## src/rtl/spike_mux_rr.sv

```systemverilog
// spike_mux_rr: N-to-1 valid/ready stream merger with a registered output.
// Round-robin arbitration by default; force_en turns it into a static mux on
// force_sel. Each output word is tagged with the index of its source channel.
module spike_mux_rr #(
    parameter int DATA_WIDTH = 8,
    parameter int NUM_INPUTS = 4,
    parameter int SEL_WIDTH  = $clog2(NUM_INPUTS)
) (
    input  logic                             clk,
    input  logic                             rst,
    input  logic [NUM_INPUTS*DATA_WIDTH-1:0] in_data,
    input  logic [NUM_INPUTS-1:0]            in_valid,
    output logic [NUM_INPUTS-1:0]            in_ready,
    output logic [DATA_WIDTH-1:0]            out_data,
    output logic [SEL_WIDTH-1:0]             out_sel,
    output logic                             out_valid,
    input  logic                             out_ready,
    input  logic                             force_en,
    input  logic [SEL_WIDTH-1:0]             force_sel
);

    // Pointer value that gives channel 0 first priority after reset.
    localparam logic [SEL_WIDTH-1:0] LAST_RESET = SEL_WIDTH'(NUM_INPUTS - 1);

    logic [DATA_WIDTH-1:0] out_data_q, out_data_d;
    logic [SEL_WIDTH-1:0]  out_sel_q, out_sel_d;
    logic                  out_valid_q, out_valid_d;
    logic [SEL_WIDTH-1:0]  last_grant_q, last_grant_d;

    logic                  load_en;
    logic [NUM_INPUTS-1:0] eligible;
    logic                  grant_found;
    logic [SEL_WIDTH-1:0]  grant_idx;
    logic [SEL_WIDTH-1:0]  cand;
    logic [DATA_WIDTH-1:0] chan_data [NUM_INPUTS];

    // The output register can take a new word when empty or being drained.
    assign load_en = !out_valid_q || out_ready;

    // Per-channel eligibility, payload slicing and ready generation.
    // An out-of-range force_sel simply matches no channel.
    generate
        for (genvar gi = 0; gi < NUM_INPUTS; gi++) begin : g_chan
            assign eligible[gi]  = force_en ? (in_valid[gi] && (force_sel == SEL_WIDTH'(gi)))
                                            : in_valid[gi];
            assign chan_data[gi] = in_data[gi*DATA_WIDTH +: DATA_WIDTH];
            assign in_ready[gi]  = load_en && grant_found && (grant_idx == SEL_WIDTH'(gi));
        end
    endgenerate

    // Round-robin search: first eligible channel upward from last_grant+1.
    // Scanning from the farthest candidate down lets the nearest one win.
    always_comb begin
        grant_found = 1'b0;
        grant_idx   = '0;
        cand        = '0;
        for (int i = NUM_INPUTS - 1; i >= 0; i--) begin
            cand = SEL_WIDTH'((int'(last_grant_q) + 1 + i) % NUM_INPUTS);
            if (eligible[cand]) begin
                grant_found = 1'b1;
                grant_idx   = cand;
            end
        end
    end

    // Next-state for the output register and the arbitration pointer.
    always_comb begin
        out_data_d   = out_data_q;
        out_sel_d    = out_sel_q;
        out_valid_d  = out_valid_q;
        last_grant_d = last_grant_q;
        if (load_en) begin
            if (grant_found) begin
                out_data_d  = chan_data[grant_idx];
                out_sel_d   = grant_idx;
                out_valid_d = 1'b1;
                // Forced transfers must not disturb round-robin fairness.
                if (!force_en) begin
                    last_grant_d = grant_idx;
                end
            end else begin
                out_valid_d = 1'b0;
            end
        end
    end

    // State registers; reset discards any held word immediately.
    always_ff @(posedge clk or posedge rst) begin
        if (rst) begin
            out_data_q   <= '0;
            out_sel_q    <= '0;
            out_valid_q  <= 1'b0;
            last_grant_q <= LAST_RESET;
        end else begin
            out_data_q   <= out_data_d;
            out_sel_q    <= out_sel_d;
            out_valid_q  <= out_valid_d;
            last_grant_q <= last_grant_d;
        end
    end

    assign out_data  = out_data_q;
    assign out_sel   = out_sel_q;
    assign out_valid = out_valid_q;

endmodule

```

## config.mk

```make
export PLATFORM = sky130hd
export DESIGN_NAME = spike_mux_rr
export DESIGN_NICKNAME = d
export VERILOG_FILES = /design/src/rtl/spike_mux_rr.sv
export SDC_FILE = /design/constraint.sdc
export NUM_CORES = 1
export LEC_CHECK = 0
export ABC_AREA = 1
export CORE_ASPECT_RATIO = 1.5
export CORE_UTILIZATION = 25
export DETAILED_ROUTE_END_ITERATION = 12
export PLACE_DENSITY = 0.61
export SLEW_MARGIN = 40
export SYNTH_ARGS = -nofsm -noshare
export SYNTH_HDL_FRONTEND = slang
export SYNTH_SLANG_ARGS = --single-unit
```

## constraint.sdc

```tcl
create_clock -name clk -period 2.55 [get_ports clk]
set_input_delay 0.765 -clock clk [delete_from_list [all_inputs] [get_ports clk]]
set_output_delay 0.765 -clock clk [all_outputs]
set_load 0.03 [all_outputs]
```

# After elaboration in Yosys (flattened, before gate mapping)

Cells that the tools add are included.
W data, S select, Z words.

Add/subtract/negate cells: 4
Mux-type cells: 24
Reduce and logical (&&, ||, !) cells: 15
Bitwise logic cells: 2
Equal/unequal tests: 6
Magnitude comparators: 5

Operators with widths:

| kind                  | number |
|---|---|
| $bmux W8 S2           | 1 |
| $mux W8               | 2 |
| $mux W1               | 13 |
| $lt A2 B3 Y1 const B  | 4 |
| $logic_and A1 B1 Y1   | 9 |
| $bmux W1 S2           | 4 |
| $eq A2 B2 Y1 const B  | 4 |
| $mux W2               | 4 |
| $add A2 B1 Y2 const B | 2 |
| $add A2 B2 Y2 const B | 2 |
| $eq A2 B1 Y1 const B  | 2 |
| $logic_not A2 Y1      | 2 |
| $ge A3 B3 Y1 const B  | 1 |
| $not A2 Y3            | 1 |
| $reduce_and A3 Y1     | 1 |
| $reduce_and A2 Y1     | 1 |
| $logic_not A1 Y1      | 1 |
| $logic_or A1 B1 Y1    | 1 |
| $not A1 Y1            | 1 |

Word-level logic and storage cells: 60
Input port bits: 42
Flip-flop bits (word level): 13
Output and inout bits: 15

# Logic depth before layout (Yosys ltp)

Depth in word-level cells: 13
Mapped depth: 16
Depth with buffers taken out: 15

# Worst setup path before layout

Ideal clock, no wire load.

Path type: in2out
From: in force_sel[1]
To: out in_ready[2]
Arrival time: 2.136 ns
Required time: 1.785 ns
Stages on the path: 12
Path slack: -0.351 ns
Cells stage by stage: o21ai_1 nand3_1 nand2_1 nand2_1 nand2_1 nand2_4 nand2_4 nand2_4 nand2_4 buf_8 nand2_1 nor2_1

Cells in the longest elaborated chain, start to end: 11

Ends and longest elaborated chain:

| item                                                | RTL line | RTL |
|---|---|---|
| start, declared                                     | 19       | `input logic [SEL_WIDTH-1:0] force_sel` |
| $eq A2 B1 Y1 (tied with other cells)                | 44       | `assign eligible[gi] = force_en ? (in_valid[gi] && (force_sel == SEL_WIDTH'(gi)))` |
| $logic_and A1 B1 Y1                                 | 44       |  |
| $mux W1                                             | 44       |  |
| $bmux W1 S2                                         | 59       | `if (eligible[cand]) begin` |
| $mux W1 (implied by the code)                       | 59       |  |
| $mux W2 or $mux W1 (tied branches) (4 in a row)     | 59       |  |
| $eq A2 B2 Y1 or $logic_and A1 B1 Y1 (tied branches) | 47       | `assign in_ready[gi] = load_en && grant_found && (grant_idx == SEL_WIDTH'(gi));` |
| $logic_and A1 B1 Y1 (*)                             | 47       |  |
| end, declared                                       | 13       | `output logic [NUM_INPUTS-1:0] in_ready,` |

Mark *: on every way between the ends. The rest lies on a longest branch, timed or not. The select of a mux whose other input is x is not followed.

# Worst setup path in the final report

From: in force_sel[0]
To: out in_ready[1]

Cells in the longest elaborated chain, start to end: 11

Ends and longest elaborated chain:

| item                                                | RTL line |
|---|---|
| $eq A2 B1 Y1 (tied with other cells)                | 44 |
| $logic_and A1 B1 Y1                                 | 44 |
| $mux W1                                             | 44 |
| $bmux W1 S2                                         | 59 |
| $mux W1 (implied by the code)                       | 59 |
| $mux W2 or $mux W1 (tied branches) (4 in a row)     | 59 |
| $eq A2 B1 Y1 or $logic_and A1 B1 Y1 (tied branches) | 47 |
| $logic_and A1 B1 Y1 (*)                             | 47 |

Marks and branches as above.

==> impl_metrics.yaml <==
drt:
  dr_total_vias: 1444
  wl_per_cell_um: 12.14
  detail_route.vias_per_cell: 4.376
  drc: 0
  drtIter0Drc: 55
  drt-total-wl_um: 4005
  dr.pass1.iters: 4
  detail-route-antenna-nets: 0
timing:
  clock.fmax_mhz: 354.1
  min_period_over_period: 1.108
  relSlewSlack: 0.6323
  worstMarginPinSlew_ps: 551.0
  slew_violations: 0
  rsz0062_at_grt: "yes"
  fin_crit_ps: 2824
  setup_slack_ps: -274.2
  finalSetupViolations: 4
  hold_viol_final: 0
  finClkSkew_ps: 2.978
layout:
  drive_gt1_frac: 0.3684
  final_cell_mix: "clkdlybuf4s50_1 (45), nand3_1 (44), nand2_1 (34)"
  fillerInstances: 469
  final_nets: 309
  final_common_cell: "clkdlybuf4s50_1"
  area_growth_pct: 86.79
  diodes: 0
  fin_util: 0.4909
  fin_cells: 330
yosys:
  synthSimpleGateAreaFrac: 0.5514
  synth_area_um2: 1194
  synth_compound_area_frac: 0.02411
  synth_mux_area_frac: 0
  ys_seq_elements: 13
  synth_nets: 224
  syn_area_per_cell_um2: 6.558
  synthAdderAreaFrac: 0
  syn_inst: 182
  ys_seq_area_frac: 0.2746
  ys_types: 24
  synth_top_family_by_area: "simple AND/OR/NAND/NOR gates"
  yosysWarnings: 0
  synthXorXnorAreaFrac: 0.01363
worst_setup_path:
  slowest_delay_ps: 150
  worst_setup_path_start_kind: "input port"
  path_max_fanout: 4
  slowest_stage: "buf_6"
  crit_top_cell: "nand2_2"
  worstSetupEndpointType: "output port"
  cp_cell_sequence: "buf_12 -> inv_8 -> nand2_2 -> nand2_2 -> nand3_1 -> nand2_2 -> nand2_2 -> nand2_2 -> inv_2 -> nand2_4 -> nand2_4 -> nand2_4 -> nand2_4 -> nor3_4 -> buf_6"
  arrival_ps: 2060
  crit_required_ps: 1790
  crit_type: "in2out"
min_path:
  hold_class: "reg2reg"
cts:
  cts-htree-levels: 1
  clock_latency_ps: 250
  cts_num_sinks: 13
  cts_tree: "built"
  hold_buffers: 0
  path_clk_slew_ps: 60
  cts_root_buf: "clkbuf_8"
  clock_path_buffers: 2
  cts_buffers: 3
die:
  row_count: 30
  die_w_um: 58.42
  initial_core_util: 0.2628
  die-area_um2: 5061
  io_pins: 57
  core_area_um2: 4542
  die_y_um: 86.63
grt:
  track_usage: 0.1600
  grt_max_degree: 14
  grt_pass1_vias: 1376
  overflow: 0
  antenna_found_initial: 0
  grt_pass1_wl_um: 6127
outcome:
  status: "complete, but fails checks"
  violations: "setup timing"
power:
  p_total_mw: 3.224
  max-vdd-ir-drop_mv: 0.4288
  cellPowerDensity_nw_per_um2: 1446
  leakagePower_nw: 1.086
placement:
  portBuffers: 56
  routabilityCongestion: 0.8501
  placedCellCount: 314
  dp_hpwl_um: 2948
job:
  max-cap-violations: 0
cell usage after synthesis, drive strengths merged:
| cell | instances | share of area |
|---|---|---|
| xnor2 | 1 | 0.014 |
| a21oi | 1 | 0.0073 |
| dfstp | 2 | 0.044 |
| o21ai | 4 | 0.017 |
| dfrtp | 11 | 0.23 |
| nand3 | 52 | 0.24 |
| nor3 | 2 | 0.017 |
| clkinv | 1 | 0.0031 |
| buf | 5 | 0.042 |
| and2 | 1 | 0.0052 |
| nand2 | 67 | 0.26 |
| nor2 | 8 | 0.027 |
| inv | 27 | 0.091 |
path summary, 6_finish.rpt:
kind	start	to	slack, ps	cells past startpoint
setup / recovery	force_sel[0]	in_ready[1]	-270	15
hold / removal	out_data[2]	out_data[2]	500	2
setup reg to reg	last_grant_q[0]	out_data[2]	350	17
hold reg to reg	out_data[2]	out_data[2]	500	2
max in group asynchronous	rst	last_grant_q[0]	1320	2
min in group asynchronous	rst	out_sel[0]	860	2
cell families (layout without fill, tap and decap cells):
kind of cell,Yosys count,count (layout)
buffers and inverters,33,117
DFF,13,13
xor gates and xnor gates,1,1
and+or+nand+nor,130,130
AOI/OAI and AO/OA,5,5
through the flow:
stage	hold WS (ps)	setup TNS (ps)	worst slack, ps	area (µm²)
3_3_place_gp	480.9	-7771	-826.1	1958
3_5_place_dp	493.3	-7976	-827.5	1958
6_report	504.0	-1007	-274.2	2230
4_1_cts	511.1	-956.2	-269.5	2110
2_1_floorplan	509.6	-618.9	-168.4	1254
5_1_grt	533.6	-1290	-333.1	2230
report_power, final:
group          total, mW  internal, mW  leakage [nW]  switching, mW
registers          0.407         0.329         0.152         0.0784
logic               2.62          1.13         0.911           1.49
clock network      0.197         0.111        0.0228         0.0858
total               3.22          1.57          1.09           1.65
what timing repair did:
action | 4_1_cts | 5_1_grt
gates resized for setup | 45 | 15
setup endpoints to repair | 13 | 4
buffers inserted | 4 | 8
gates cloned | 0 | 0
pin swaps | 15 | 17
flip-flops by register name (all words and copies together) (netlist names):
name,count
out_valid,1
out_data,8
out_sel,2
last_grant_q,2
area by class of cell:
class                           count  area [µm²]  area share
Sequential cell                    13       327.8      0.1470
Clock buffer                        4       45.04     0.02020
Timing Repair Buffer               85       793.3      0.3558
Inverter                           28       120.1     0.05387
Multi-Input combinational cell    136       863.3      0.3872
Tap cell                           64       80.08     0.03591
per-layer routing:
metal | GRT usage | wire length [µm]
met3 | 0.008955 | 112
met5 | 0 | 0
met1 | 0.1719 | 1480
met2 | 0.3103 | 2299
met4 | 0.07143 | 114
critical path: cells and delay by family:
kind | cells | cell delay (ps)
buffers and inverters | 4 | 340
and+or+nand+nor | 11 | 960
Power figures use the tool's default switching activity.
